<file path="config.mk">
export PLATFORM = sky130hd
export DESIGN_NAME = seat_selector_flat
export DESIGN_NICKNAME = d
export VERILOG_FILES = /design/src/rtl/seat_selector_if.sv /design/src/rtl/seat_selector.sv /design/src/flat_wrapper.sv
export SDC_FILE = /design/constraint.sdc
export NUM_CORES = 1
export LEC_CHECK = 0
export BUFFER_PORTS_ARGS = -buffer_cell sky130_fd_sc_hd__buf_2
export CAP_MARGIN = 0
export CORE_MARGIN = 2
export CORE_UTILIZATION = 60
export DETAILED_ROUTE_END_ITERATION = 6
export GPL_TIMING_DRIVEN = 1
export HOLD_SLACK_MARGIN = 0.02
export PLACE_DENSITY = 0.79
export RECOVER_POWER = 25
export SYNTH_ARGS = -nofsm -noshare
export SYNTH_HDL_FRONTEND = slang
export SYNTH_SLANG_ARGS = --single-unit
</file>
<file path="constraint.sdc">
create_clock -name clk -period 2.31 [get_ports clk]
set_input_delay 0.3465 -clock clk [delete_from_list [all_inputs] [get_ports clk]]
set_output_delay 0.3465 -clock clk [all_outputs]
set_load 0.02 [all_outputs]
</file>
<file path="src/rtl/seat_selector_if.sv">
// Seat selector bus: mouse buttons, remote claim and round control in; seat status out.
interface seat_selector_if #(
    parameter int unsigned SEAT_W = 2
);
    logic              left_mouse;
    logic              right_mouse;
    logic              remote_valid;
    logic [SEAT_W-1:0] remote_seat;
    logic              release_seat;
    logic [SEAT_W-1:0] selected_seat;
    logic              seat_locked;
    logic              browsing;
    logic [SEAT_W-1:0] highlight_seat;
    logic              seat_conflict;

    // Driver side: mouse controller, UART link and game-flow FSM
    modport master (
        output left_mouse, right_mouse, remote_valid, remote_seat, release_seat,
        input  selected_seat, seat_locked, browsing, highlight_seat, seat_conflict
    );

    // Selector side
    modport slave (
        input  left_mouse, right_mouse, remote_valid, remote_seat, release_seat,
        output selected_seat, seat_locked, browsing, highlight_seat, seat_conflict
    );
endinterface

</file>
<file path="src/rtl/seat_selector.sv">
// Local seat selection for the blackjack table: browse free seats with right click,
// lock with left click or browse timeout, and steer clear of the remote console's seat.
module seat_selector #(
    parameter int unsigned NUM_SEATS      = 4,
    parameter int unsigned SEAT_W         = 2,
    parameter int unsigned TIMEOUT_CYCLES = 65_000_000,
    parameter int unsigned TMR_W          = 26
) (
    input  logic          clk,
    input  logic          rst,
    seat_selector_if.slave bus
);

    typedef enum logic [1:0] {
        IDLE   = 2'd0,
        BROWSE = 2'd1,
        LOCKED = 2'd2
    } state_t;

    state_t            state;
    logic              left_prev;
    logic              right_prev;
    logic [TMR_W-1:0]  timer;
    logic              rclaim_vld;
    logic [SEAT_W-1:0] rclaim_seat;

    logic              l_edge;
    logic              r_edge;
    logic              claim_vld_nxt;
    logic [SEAT_W-1:0] claim_seat_nxt;
    logic [SEAT_W-1:0] first_free;
    logic [SEAT_W-1:0] hl_next_free;
    logic [SEAT_W-1:0] hl_eff;
    logic              hl_hit;
    logic              timeout;

    // First seat after s (wrapping modulo NUM_SEATS) not held by the remote claim
    function automatic logic [SEAT_W-1:0] free_after(
        input logic [SEAT_W-1:0] s,
        input logic              vld,
        input logic [SEAT_W-1:0] claimed
    );
        logic [SEAT_W-1:0] r;
        int unsigned       cand;
        r = s;
        for (int i = int'(NUM_SEATS); i >= 1; i--) begin
            cand = 32'(s) + 32'(i);
            if (cand >= NUM_SEATS) cand = cand - NUM_SEATS;
            if (!(vld && (SEAT_W'(cand) == claimed))) r = SEAT_W'(cand);
        end
        return r;
    endfunction

    // Button edges and the remote claim as it will stand after this cycle
    always_comb begin
        l_edge         = bus.left_mouse  & ~left_prev;
        r_edge         = bus.right_mouse & ~right_prev;
        claim_vld_nxt  = rclaim_vld;
        claim_seat_nxt = rclaim_seat;
        if (bus.release_seat) begin
            claim_vld_nxt = 1'b0;
        end else if (bus.remote_valid && (32'(bus.remote_seat) < NUM_SEATS)) begin
            claim_vld_nxt  = 1'b1;
            claim_seat_nxt = bus.remote_seat;
        end
    end

    // Free-seat search, highlight displacement by a fresh claim, and browse timeout
    always_comb begin
        first_free   = free_after(SEAT_W'(NUM_SEATS - 1), claim_vld_nxt, claim_seat_nxt);
        hl_next_free = free_after(bus.highlight_seat, claim_vld_nxt, claim_seat_nxt);
        hl_hit       = claim_vld_nxt && (claim_seat_nxt == bus.highlight_seat);
        hl_eff       = hl_hit ? hl_next_free : bus.highlight_seat;
        timeout      = (timer == TMR_W'(TIMEOUT_CYCLES - 1));
    end

    // Selector FSM with outputs registered from next-state values
    always_ff @(posedge clk) begin
        if (rst) begin
            state              <= IDLE;
            left_prev          <= 1'b0;
            right_prev         <= 1'b0;
            timer              <= '0;
            rclaim_vld         <= 1'b0;
            rclaim_seat        <= '0;
            bus.selected_seat  <= '0;
            bus.seat_locked    <= 1'b0;
            bus.browsing       <= 1'b0;
            bus.highlight_seat <= '0;
            bus.seat_conflict  <= 1'b0;
        end else begin
            left_prev   <= bus.left_mouse;
            right_prev  <= bus.right_mouse;
            rclaim_vld  <= claim_vld_nxt;
            rclaim_seat <= claim_seat_nxt;
            if (bus.release_seat) begin
                state              <= IDLE;
                timer              <= '0;
                bus.selected_seat  <= '0;
                bus.seat_locked    <= 1'b0;
                bus.browsing       <= 1'b0;
                bus.highlight_seat <= '0;
                bus.seat_conflict  <= 1'b0;
            end else begin
                case (state)
                    IDLE: begin
                        if (l_edge) begin
                            state             <= LOCKED;
                            bus.selected_seat <= first_free;
                            bus.seat_locked   <= 1'b1;
                            bus.seat_conflict <= 1'b0;
                        end else if (r_edge) begin
                            state              <= BROWSE;
                            bus.browsing       <= 1'b1;
                            bus.highlight_seat <= first_free;
                            timer              <= '0;
                        end
                    end
                    BROWSE: begin
                        if (l_edge || (!r_edge && timeout)) begin
                            state              <= LOCKED;
                            bus.selected_seat  <= hl_eff;
                            bus.seat_locked    <= 1'b1;
                            bus.browsing       <= 1'b0;
                            bus.highlight_seat <= '0;
                            bus.seat_conflict  <= claim_vld_nxt && (claim_seat_nxt == hl_eff);
                            timer              <= '0;
                        end else if (r_edge) begin
                            bus.highlight_seat <= hl_next_free;
                            timer              <= '0;
                        end else begin
                            bus.highlight_seat <= hl_eff;
                            if (timer != '1) timer <= timer + TMR_W'(1);
                        end
                    end
                    LOCKED: begin
                        bus.seat_conflict <= claim_vld_nxt && (claim_seat_nxt == bus.selected_seat);
                    end
                    default: begin
                        state              <= IDLE;
                        timer              <= '0;
                        bus.selected_seat  <= '0;
                        bus.seat_locked    <= 1'b0;
                        bus.browsing       <= 1'b0;
                        bus.highlight_seat <= '0;
                        bus.seat_conflict  <= 1'b0;
                    end
                endcase
            end
        end
    end

endmodule

</file>
<file path="src/flat_wrapper.sv">
// flat-port wrapper written by rule: the top's interface ports become plain ports
module seat_selector_flat 
#(
    parameter int unsigned NUM_SEATS      = 4,
    parameter int unsigned SEAT_W         = 2,
    parameter int unsigned TIMEOUT_CYCLES = 65_000_000,
    parameter int unsigned TMR_W          = 26
)
  (clk, rst, bus_left_mouse, bus_right_mouse, bus_remote_valid, bus_remote_seat, bus_release_seat, bus_selected_seat, bus_seat_locked, bus_browsing, bus_highlight_seat, bus_seat_conflict);
  seat_selector_if #(.SEAT_W(SEAT_W)) bus_i ();
  input  logic clk;
  input  logic rst;
  input wire logic [$bits(bus_i.left_mouse)-1:0] bus_left_mouse;
  input wire logic [$bits(bus_i.right_mouse)-1:0] bus_right_mouse;
  input wire logic [$bits(bus_i.remote_valid)-1:0] bus_remote_valid;
  input wire logic [$bits(bus_i.remote_seat)-1:0] bus_remote_seat;
  input wire logic [$bits(bus_i.release_seat)-1:0] bus_release_seat;
  output wire logic [$bits(bus_i.selected_seat)-1:0] bus_selected_seat;
  output wire logic [$bits(bus_i.seat_locked)-1:0] bus_seat_locked;
  output wire logic [$bits(bus_i.browsing)-1:0] bus_browsing;
  output wire logic [$bits(bus_i.highlight_seat)-1:0] bus_highlight_seat;
  output wire logic [$bits(bus_i.seat_conflict)-1:0] bus_seat_conflict;
  assign bus_i.left_mouse = bus_left_mouse;
  assign bus_i.right_mouse = bus_right_mouse;
  assign bus_i.remote_valid = bus_remote_valid;
  assign bus_i.remote_seat = bus_remote_seat;
  assign bus_i.release_seat = bus_release_seat;
  assign bus_selected_seat = bus_i.selected_seat;
  assign bus_seat_locked = bus_i.seat_locked;
  assign bus_browsing = bus_i.browsing;
  assign bus_highlight_seat = bus_i.highlight_seat;
  assign bus_seat_conflict = bus_i.seat_conflict;
  seat_selector #(.NUM_SEATS(NUM_SEATS), .SEAT_W(SEAT_W), .TIMEOUT_CYCLES(TIMEOUT_CYCLES), .TMR_W(TMR_W)) u_core (.clk(clk), .rst(rst), .bus(bus_i));
endmodule
</file>
* After elaboration in Yosys (flattened, before gate mapping)
Cells that the tools add are included.
** Storage, ports and cells
- Register bits :: 40
- Output and inout port bits :: 7
- Word-level logic and storage cells :: 114
** Cells by class
- Add/subtract/negate cells :: 9
- Magnitude comparators :: 4
- Equality and inequality tests :: 19
- Multiplexer cells :: 44
- Bitwise gates (word level) :: 5
- Reductions and logical operators :: 22
** Operators with widths (number)
- $mux 26 :: 5
- $pmux 26 s3 :: 1
- $mux 2 :: 22
- $add 26x1->26 const B :: 1
- $eq 26x26->1 const B :: 1
- $ne 26x26->1 const B :: 1
- $pmux 2 s3 :: 3
- $eq 2x2->1 :: 7
- $logic_and 1x1->1 :: 11
- $mux 1 :: 10
- $ge 3x3->1 const B :: 3
- $pmux 1 s3 :: 3
- $reduce_and 3->1 :: 3
- $reduce_and 4->1 :: 2
- $sub 2x1->2 const B :: 4
- $add 2x2->3 const B :: 2
- $ne 2x1->1 const B :: 3
- $add 2x3->4 const B :: 1
- $ge 4x3->1 const B :: 1
- $logic_not 2->1 :: 2
- $ne 4x1->1 const B :: 1
- $add 2x1->3 const B :: 1
- $ne 3x1->1 const B :: 1
- $not 1->1 :: 3
- other kinds (10) :: 11

* Logic depth before layout (Yosys ltp)
Gate-level depths: netlist of the first run.
- Depth in word-level cells :: 14
- Mapped depth :: 9
- Mapped depth without buffers :: 8

* Worst setup path after synthesis of the first run
OpenSTA, ideal clock, no wires.
- Kind :: reg-to-reg
- Start point :: register u_core.timer[0]
- End point :: register u_core.timer[10]
- Library setup time :: 114 ps
- Arrival :: 1857 ps
- Required time :: 2196 ps
- Path slack :: 338 ps
- Stages on the path, launching flop included :: 9
- Path buffers :: 1
- Cell sequence :: dfxtp_1 -> ha_1 -> nand4_1 -> nor4_4 -> nand4_2 -> buf_2 -> nand4_1 -> xor2_1 -> nor2_1
** On the way
- Word-level cells in the longest chain between the ends :: 5
** Ends and longest elaborated chain
- from (decl) :: line seat_selector.sv:23 : logic [TMR_W-1:0] timer;
- from (signal assigned) :: line seat_selector.sv:133 : if (timer != '1) timer <= timer + TMR_W'(1);
- $add 26x1->26 or $eq 26x26->1 (tied branches) :: line seat_selector.sv:133, seat_selector.sv:74
- $mux 26 or $logic_and 1x1->1 (tied branches) :: line seat_selector.sv:133, seat_selector.sv:120
- $mux 26 or $logic_or 1x1->1 (tied branches) :: line seat_selector.sv:128, seat_selector.sv:120
- $mux 26 or $ne 4x1->1 (tied branches)
- $pmux 26 s3 or $reduce_and 4->1 (tied branches)
Several ways; a longest one is shown, not always the timed one. The select of a mux whose other input is x is not followed.
A chain may end at the register's enable or synchronous reset.

* Final worst setup path of the first run
- Start point :: register u_core.timer[0]
- End point :: register u_core.timer[17]
Same word-level chain as after synthesis.

==> summary.md, run 1 <==
| Metric | Value |
|---|---|
| Core area | `3716 um^2` |
| Final Skew | `between 0.003 and 0.004 ns` |
| Final Hold Fails | `0` |
| Post-synth top area cell | `dfxtp_1` |
| Final worst setup slack | `0.1933 ns` |
| Final setup viols | `0` |
| Flop pwr share | `between 50% and 60%` |
| Mapped Area | `2365 um^2` |
| Sink Count | `40` |
| Antenna violations before repair | `0` |
| Worst-Skew Late Latency | `around 0.3 ns` |
| Worst relative slew slack | `54.96%` |
| Minimum clock period | `2.117 ns` |
| Largest family of logic cells by synthesized area | `simple AND/OR/NAND/NOR gates` |
| Proportion of synthesized area in mux cells | `3.122%` |
| Hpwl dp | `3712 um` |
| Fin. max-slew vios | `0` |
| Worst min path class | `primary input to register` |
| Number of synthesis warnings | `0` |
| CP Class | `register to register` |
| Num ports | `15` |
| Critical Path Fanout Max | `10` |
| Dpl ws | `0.2304 ns` |
| Num CTS Buffers | `5` |
| CTS tree | `yes` |
| GRT Total Usage | `24.92%` |
| Fmax | `approximately 470 MHz` |
| Post-Syn Area per Cell | `8.446 um^2` |
| Sequential fraction of the synthesis area | `33.86%` |
| DRT iter0 DRCs | `about 130` |
| Net Sw Frac | `26.62%` |
| Synth cell count leaders | `dfxtp_1, nor2_1, nand2_1, nand4_1, xor2_1` |
| Port buffer count | `14` |
| Post-synth EDFFs | `0` |
| Part of the cycle the worst path needs | `a little over 90%` |
| Worst-margin pin slew | `0.6568 ns` |
| RSZ-0062 raised after global routing | `no` |
| H-tree Lvls | `2` |
| Synth Area in XOR/XNOR | `7.778%` |
| Startpoint types | `register` |
| Netlist cell types | `roughly 60` |
| Worst path arrival time | `2.32 ns` |
| Worst endpoint required time | `2.51 ns` |
| Post-CTS Hold Fix Bufs | `0` |
| Clk network pwr share | `34.8%` |
| Postcts setup bufs | `0` |
| CTS clock-pin slew for the worst setup and hold paths | `0.07 ns` |
| Max Cap Viol | `0` |
| Post-synth top area share | `33.86%` |
| Number of vias in the routed layout | `2063` |
| Wire length per cell | `14.30 um` |
| Grt total ovfl | `0` |
| Initial Util | `63.64%` |
| Top-count cell post-synth | `dfxtp_1` |
| Leakage | `slightly below 0.9 nW` |
| Comb pwr share | `13.8%` |
| Die ar. | `4460 um^2` |
| Die height | `66.78 um` |
| DRT antenna net count | `0` |
| Setup Total Neg Slack | `0 ns` |
| DR pass1 iterations | `4` |
| Main flop type after synthesis | `dfxtp_1` |
| VDD IR max | `0.4607 mV` |
| Rows | `22` |
| Die Span X | `66.78 um` |
| Root Driver | `clkbuf_8` |
| Pin count of the biggest net entering global routing | `24` |
| Synth Area in Compound Gates | `12.33%` |
| Async SR Flop Fraction | `0%` |
| Syn Inst Count | `280` |
| Seq cells post-synth | `40` |
| Via-per-instance ratio | `5.945` |
| Post-synthesis adder-cell area fraction | `2.116%` |
| Fin nets | `310` |
| First-pass GRT wire length | `8376 um` |
| Layout cells sized above 1 | `14.38%` |
| Top area cells in the synthesized netlist | `dfxtp_1, nor2_1, xor2_1, nand4_1, xnor2_1` |
| GP Congestion | `0.9248` |
| Gates resized, CTS repair | `0` |
| Syn_nets | `292` |
| Power density over the cells | `539.8 nW/um^2` |
| Synth Area in Simple Gates | `36.56%` |
| DRC violations left | `0` |
| Cell-internal power | `roughly 1.0 mW` |
| Antenna Cells | `0` |
| Routed Wire Length | `approximately 5000 um` |
| Run status | `finished clean` |
| Synthesis-to-layout area growth | `8.889%` |
| CP endpoint kind | `register` |
| Psw | `370.1 uW` |
| Clock buffer depth | `2` |
| Number of global-route vias before repair | `1777` |
==> area by class of cell <==
| class | instances | area [um^2] |
|---|---|---|
| fill | 313 | 1141 |
| sequential | 40 | 800.8 |
| tap | 48 | 60.06 |
| inverter | 8 | 30.03 |
| multi-input combinational | 220 | 1451 |
| clock buffer | 7 | 86.33 |
| clock inverter | 1 | 7.507 |
| timing repair buffer | 23 | 138.9 |
==> flip-flops by register name (all words and copies together), names as in the netlist, 2 cells and up <==
register and cells:
u_core.bus.highlight_seat 2, u_core.bus.selected_seat 2, u_core.rclaim_seat 2, u_core.timer 26, u_core.state 2
==> path summary, 6_finish.rpt <==
| kind | start | to | slack [ns] | cells past startpoint |
|---|---|---|---|---|
| worst max-delay path | u_core.timer[0]$_SDFFE_PP0P_ | u_core.timer[17]$_SDFFE_PP0P_ | 0.19 | 8 |
| worst min register to register | u_core.bus.seat_conflict$_SDFFE_PP0P_ | u_core.bus.seat_conflict$_SDFFE_PP0P_ | 0.47 | 2 |
| worst max register to register | u_core.timer[0]$_SDFFE_PP0P_ | u_core.timer[17]$_SDFFE_PP0P_ | 0.19 | 8 |
| worst min-delay path | rst | u_core.left_prev$_SDFF_PP0_ | 0.30 | 2 |
==> power groups by stage <==
stage               logic (mW)  clock network (mW)  registers [mW]
finish                   0.192               0.484           0.714
global route             0.214               0.518           0.716
CTS                      0.195               0.494           0.714
detailed placement       0.194                   0           0.730
global placement         0.191                   0           0.730
floorplan                0.138                   0           0.732
==> routing by layer <==
layer	global-route usage, %	vias to the layer above	routed length, um
met2	36.88	33	2167
met4	8.929	0	65
li1	-	1039	-
met3	5.068	6	205
met1	35.68	985	2524
met5	0	-	0
==> cells by family (layout without fill, tap and decap cells) <==
| kind of cell | Yosys count | after routing |
|---|---|---|
| mux | 6 | 6 |
| flops | 40 | 40 |
| simple gates | 146 | 146 |
| xor+xnor | 21 | 21 |
| compound gates | 43 | 43 |
| fa+ha+maj | 4 | 4 |
| buf+inv | 20 | 39 |
==> placed cells by master, fill, tap and decap left out, types with 4 or more instances in the layout <==
| master | instances |
|---|---|
| ha_1 | 4 |
| xor2_1 | 12 |
| dfxtp_1 | 40 |
| nor3_1 | 8 |
| inv_1 | 8 |
| o211ai_1 | 4 |
| nand4_1 | 16 |
| nor3_2 | 4 |
| and3_1 | 7 |
| a21oi_1 | 11 |
| nor2b_1 | 8 |
| clkbuf_8 | 6 |
| o21ai_0 | 7 |
| nand3_1 | 11 |
| mux2i_1 | 5 |
| or3_1 | 6 |
| buf_4 | 8 |
| clkbuf_1 | 10 |
| nand2_1 | 16 |
| buf_2 | 5 |
| nand3b_1 | 4 |
| nor2_1 | 32 |
| xnor2_1 | 9 |
| nand2b_1 | 7 |
==> metrics by stage <==
step	instances	power (mW)	area (um^2)	hold slack [ns]	util, %
floorplan	280	0.8704	2365	0.4181	-
global placement	339	0.9206	2505	0.4539	67.41
detailed placement	339	0.9243	2505	0.4606	67.41
CTS	347	1.404	2599	0.2930	69.93
global route	347	1.448	2575	0.3105	69.29
finish	347	1.390	2575	0.2973	69.29
==> worst max-delay path, stage by stage (launching register included) <==
cell and delay (ns):
dfxtp_1 0.36, ha_1 0.19, nand4_1 0.15, nor4_4 0.40
nand4_2 0.31, buf_4 0.26, nor3b_1 0.15, xnor2_1 0.13
nor2_1 0.05
(Power assumes the default switching activity.)
==> inputs of run 2 (changes only) <==
- CORE_UTILIZATION: 60 -> 54
- PLACE_DENSITY: 0.79 -> 0.75
- clock period: 2.31 -> 1.8 ns (I/O delays scaled with it)
==> summary.md, run 2 (same netlist as run 1, synthesis figures left out) <==
| Metric | Value |
|---|---|
| Run status | `complete, but fails checks` |
| Failing checks | `negative setup slack` |
| CP max stage delay | `0.36 ns (-0.04 ns)` |
| Cell area after layout | `3136 um^2 (+22%)` |
| Post-CTS Hold Fix Bufs | `0 (unchanged)` |
| Placed inst area | `2937 um^2 (+17%)` |
| CP cell instances | `ha_4 -> nand4_1 -> nor4_4 -> buf_4 -> a21oi_4 -> buf_4 -> buf_6 -> nand2b_4 -> mux2i_1 -> nor2_1` |
| CP endpoint kind | `register` |
| Biggest register | `u_core.timer` |
| Worst relative slew slack | `70.22% (+15 points)` |
| H-tree Lvls | `2 (unchanged)` |
| Root Driver | `clkbuf_8` |
| Die height | `70.18 um (+5.1%)` |
| Number of vias in the routed layout | `2283 (+11%)` |
| Final setup viols | `24 (+24)` |
| CP delay by family, top | `simple AND/OR/NAND/NOR gates` |
| Sink Count | `40 (unchanged)` |
| Most common cell after layout, fill and taps aside | `buf_4` |
| Max Cap Viol | `0 (unchanged)` |
| Worst endpoint required time | `1.99 ns (-0.52 ns)` |
| DRC violations left | `0 (unchanged)` |
| Antenna Cells | `0 (unchanged)` |
| RSZ-0062 raised after global routing | `yes` |
| Final non-filler cell total | `396 (+14%)` |
| CP dominant cell by count | `buf_4` |
| Wire length per cell | `15.57 um (+8.9%)` |
| Final Core Density | `73.02% (+3.7 points)` |
| Setup Total Neg Slack | `-0.6051 ns (-0.6051 ns)` |
| Worst hold-check slack | `0.2158 ns (-0.08144 ns)` |
| Final worst setup slack | `-0.07957 ns (-0.2728 ns)` |
| Inst Count DP | `385 (+14%)` |
| Hold_sp | `rst` |
| First-pass GRT wire length | `10520 um (+26%)` |
| DR pass1 iterations | `4 (unchanged)` |
| DRT iter0 DRCs | `168 (+32%)` |
| Grt total ovfl | `0 (unchanged)` |
| Power density over the cells | `658.2 nW/um^2 (+22%)` |
| Worst-margin pin slew | `0.4433 ns (-0.2135 ns)` |
| Initial Util | `55.07% (-8.6 points)` |
| Clock buffer depth | `2 (unchanged)` |
| Hpwl dp | `4441 um (+20%)` |
| Register area | `807.0 um^2 (+0.78%)` |
| CTS tree | `yes` |
| Fill cells | `297 (-5.1%)` |
| CP Class | `register to register` |
| Die Span X | `70.18 um (+5.1%)` |
| Antenna violations before repair | `0 (unchanged)` |
| Startpoint types | `register` |
| CTS clock-pin slew for the worst setup and hold paths | `0.08 ns (about the same)` |
| Fmax | `532.0 MHz (+13%)` |
| Fin. max-slew vios | `0 (unchanged)` |
| Reg-to-reg critical path startpoint | `u_core.timer[1]$_SDFFE_PP0P_` |
| Worst min path class | `primary input to register` |
| Leakage | `1.184 nW (+35%)` |
| VDD IR max | `0.5588 mV (+21%)` |
| GP Congestion | `0.9198 (-0.54%)` |
| Pin count of the biggest net entering global routing | `15 (-38%)` |
| Worst-Skew Late Latency | `0.30 ns (about the same)` |
| Layout cells sized above 1 | `36.05% (+22 points)` |
| Num CTS Buffers | `5 (unchanged)` |
| Final Skew | `0.009295 ns (+0.005947 ns)` |
| Part of the cycle the worst path needs | `104.4% (+13 points)` |
| Critical-path top delay cell | `dfxtp_2` |
| Die ar. | `4925 um^2 (+10%)` |
| Tot Pwr | `2.064 mW (+48%)` |
| Max FFs per register | `26 (unchanged)` |
| Multi-input logic area | `1593 um^2 (+9.7%)` |
| Via-per-instance ratio | `5.765 (-3.0%)` |
| Port buffer count | `14 (unchanged)` |
| Final Hold Fails | `0 (unchanged)` |
| Critical Path Fanout Max | `7 (-3)` |
| Num ports | `15 (unchanged)` |
| CP bufs+invs | `3 (+2)` |
| Synthesis-to-layout area growth | `32.59%` |
| Core area | `4294 um^2 (+16%)` |
| Number of global-route vias before repair | `2283 (+28%)` |
| CP Launch Point | `u_core.timer[1]$_SDFFE_PP0P_` |
| Worst path arrival time | `2.07 ns (-0.25 ns)` |
| Routed Wire Length | `6164 um (+24%)` |
| DRT antenna net count | `0 (unchanged)` |
| Most frequent cells in the layout | `buf_4, dfxtp_1, nor2_1` |
| Rows | `24 (+9.1%)` |
| Minimum clock period | `1.880 ns (-0.2372 ns)` |
| GRT Total Usage | `26.57% (+1.6 points)` |
| Fin nets | `355 (+15%)` |
| Dpl ws | `-0.05764 ns (-0.2881 ns)` |
-- run 2: area by class of cell --
type,count,area share (%)
sequential,40,25.74
clock inverter,2,1.237
multi-input combinational,220,50.80
clock buffer,6,2.634
tap,52,2.075
inverter,8,0.9577
timing repair buffer,68,16.56
-- run 2: what timing repair did --
| item | in CTS | in global routing |
|---|---|---|
| resized for setup | 11 | 6 |
| endpoints found under the hold margin | 0 | 0 |
| pin swaps | 6 | 6 |
| buffers inserted | 1 | 2 |
| setup endpoints to repair | 29 | 35 |
-- run 2: where the power goes --
| group | switching [mW] | internal, mW |
|---|---|---|
| Combinational | 0.187 | 0.168 |
| Sequential | 0.0174 | 0.901 |
| Clock | 0.336 | 0.454 |
-- run 2: worst register-to-register path, delay by kind of cell (launching register included) --
family | cells | cell delay [ns]
buf+inv | 3 | 0.43
simple gates | 4 | 0.62
fa+ha+maj | 1 | 0.14
mux | 1 | 0.14
flops | 1 | 0.36
compound gates | 1 | 0.08
-- run 2: final timing paths --
check / endpoint / slack, ns / cells after the start
worst min register to register: u_core.bus.seat_locked$_SDFFE_PP0P_ / 0.50 / 2
worst min-delay path: u_core.right_prev$_SDFF_PP0_ / 0.22 / 2
worst max-delay path: u_core.bus.browsing$_SDFFE_PP0P_ / -0.08 / 10
worst max register to register: u_core.bus.browsing$_SDFFE_PP0P_ / -0.08 / 10
-- run 2: layer usage --
metal  routed length (um)  GRT usage [%]  vias up
met4                  159          11.97        0
met2                 3047          43.28       61
met1                 2644          33.88     1075
met3                  312          5.483       21
li1                     -              -     1126
met5                    0              0        -
==> inputs of run 3 (changes only) <==
- CORE_UTILIZATION: 54 -> 65
- HOLD_SLACK_MARGIN: 0.02 -> default
- PLACE_DENSITY: 0.75 -> 0.85
- REMOVE_ABC_BUFFERS: default -> 1
- clock period: 1.8 -> 2.4 ns (I/O delays scaled with it)
==> summary.md, run 3 (same netlist as run 1, synthesis figures left out) <==
| Metric | Value |
|---|---|
| Run status | `finished clean` |
| Worst relative slew slack | `53.77% (-16 points)` |
| Fill cells | `285 (-4.0%)` |
| First-pass GRT wire length | `9073 um (-14%)` |
| Number of vias in the routed layout | `2086 (-8.6%)` |
| H-tree Lvls | `2 (unchanged)` |
| Final setup viols | `0 (-100%)` |
| Core area | `3416 um^2 (-20%)` |
| Via-per-instance ratio | `6.117 (+6.1%)` |
| Multi-input logic area | `1460 um^2 (-8.3%)` |
| Hold depth | `2 (unchanged)` |
| Wire length per cell | `14.90 um (-4.3%)` |
| Fmax | `457.4 MHz (-14%)` |
| Port buffer count | `14 (unchanged)` |
| Worst-Skew Late Latency | `0.36 ns (+0.06 ns)` |
| Part of the cycle the worst path needs | `91.10% (-13 points)` |
| Root Driver | `clkbuf_4` |
| Postcts setup bufs | `0 (-1)` |
| Inst Count DP | `333 (-14%)` |
| GP Congestion | `0.9632 (+4.7%)` |
| DRT antenna net count | `0 (unchanged)` |
| Antenna violations before repair | `0 (unchanged)` |
| DRT iter0 DRCs | `135 (-20%)` |
| Layout cells sized above 1 | `13.56% (-22 points)` |
| Number of global-route vias before repair | `1942 (-15%)` |
| CP endpoint kind | `register` |
| Worst-margin pin slew | `0.6741 ns (+0.2308 ns)` |
| Biggest register | `u_core.timer` |
| Fin nets | `306 (-14%)` |
| Pin count of the biggest net entering global routing | `24 (+9)` |
| Setup Total Neg Slack | `0 ns (+0.6051 ns)` |
| RSZ-0062 raised after global routing | `no` |
| Critical Path Fanout Max | `8 (+1)` |
| Clock buffer depth | `2 (unchanged)` |
| Tot Pwr | `1.315 mW (-36%)` |
| Routed Wire Length | `5081 um (-18%)` |
| GRT Total Usage | `27.54% (+0.97 points)` |
| Final Hold Fails | `0 (unchanged)` |
| Grt total ovfl | `0 (unchanged)` |
| Most common cell after layout, fill and taps aside | `dfxtp_1` |
| CTS clock-pin slew for the worst setup and hold paths | `0.12 ns (+0.04 ns)` |
| VDD IR max | `0.3467 mV (-38%)` |
| Startpoint types | `register` |
| CTS tree | `yes` |
| Hpwl dp | `3763 um (-15%)` |
| Worst path arrival time | `2.43 ns (+0.36 ns)` |
| Max Cap Viol | `0 (unchanged)` |
| Synthesis-to-layout area growth | `7.301%` |
| Antenna Cells | `0 (unchanged)` |
| Leakage | `0.8624 nW (-27%)` |
| Max FFs per register | `26 (unchanged)` |
| Num CTS Buffers | `5 (unchanged)` |
| Die Span X | `64.32 um (-8.4%)` |
| Num ports | `15 (unchanged)` |
| DR pass1 iterations | `4 (unchanged)` |
| Die ar. | `4136 um^2 (-16%)` |
| CP Class | `register to register` |
| Die height | `64.32 um (-8.4%)` |
| Initial Util | `69.23% (+14 points)` |
| Rows | `21 (-13%)` |
| R2r worst-path depth | `7 (-3)` |
| Minimum clock period | `2.186 ns (+0.3068 ns)` |
| Worst endpoint required time | `2.65 ns (+0.66 ns)` |
| Final Skew | `0.01140 ns (+0.002108 ns)` |
| DRC violations left | `0 (unchanged)` |
| Final non-filler cell total | `341 (-14%)` |
| Power density over the cells | `518.1 nW/um^2 (-21%)` |
| Worst min path class | `primary input to register` |
| Fin. max-slew vios | `0 (unchanged)` |
| Register area | `800.8 um^2 (-0.78%)` |
| Most frequent cells in the layout | `dfxtp_1, nor2_1, nand4_1, nand2_1, xor2_1` |
| Sink Count | `40 (unchanged)` |
| Reg2Reg Setup Slack | `0.21 ns (+0.29 ns)` |
## run 3: cell count changes in the layout (fill, tap and decap cells not counted), moves of 3 or more
cell and delta:
clkbuf_8 -6, dfxtp_1 +5, buf_6 -3, clkbuf_4 +5
buf_2 -8, clkbuf_1 +7, buf_4 -43, dfxtp_2 -5
ha_1 +4, a21oi_1 +3, ha_2 -3, a21oi_2 -3
## run 3: what timing repair did
action	in CTS	in global routing
hold buffers	0	0
resized for setup	0	2
endpoints found under the setup margin	0	8
## run 3: layout make-up
cell class	instances	area share, %
Sequential cell	40	31.56
Tap cell	46	2.268
Inverter	8	1.183
Clock buffer	5	1.479
Multi-Input combinational cell	220	57.54
Timing Repair Buffer	19	4.290
Clock inverter	3	1.677
## run 3: path summary, 6_finish.rpt
path / endpoint / startpoint
max: u_core.bus.selected_seat[1]$_SDFFE_PP0P_ / u_core.timer[0]$_SDFFE_PP0P_
min: u_core.right_prev$_SDFF_PP0_ / bus_right_mouse
max reg2reg: u_core.bus.selected_seat[1]$_SDFFE_PP0P_ / u_core.timer[0]$_SDFFE_PP0P_
min reg2reg: u_core.bus.seat_conflict$_SDFFE_PP0P_ / u_core.bus.seat_conflict$_SDFFE_PP0P_
## run 3: power by group
group	internal (mW)	switching (mW)	leakage [nW]
registers	0.676	0.0118	0.324
clock network	0.217	0.227	0.0412
logic	0.0700	0.113	0.497
## run 3: routing by layer
metal  share of wire, %  global-route usage [%]  up-vias  wire (um)
met5                  0                       0        -          0
met4                1.2                   8.777        0         63
met3                6.2                   4.225        7        317
met2                 47                   42.32       67       2372
met1                 46                   39.58      982       2327
li1                   -                       -     1030          -
## run 3: worst max-delay path: stages (launching register included)
cell and delay (ns):
dfxtp_1 0.39, ha_1 0.19, nand4_1 0.17, nor4_4 0.44, a21oi_4 0.16, a211oi_2 0.45
mux2i_1 0.24, nor2_1 0.05
## run 3: through the flow
step                utilization, %  cell area [um^2]  hold slack, ns  setup slack, ns
global route                 74.29              2537          0.2779          0.04148
floorplan                        -              2295          0.4316           0.1621
detailed placement           72.38              2472          0.4521           0.1813
finish                       74.29              2537          0.2458           0.2136
CTS                          74.73              2552          0.2379           0.1661
global placement             72.38              2472          0.4538           0.3319
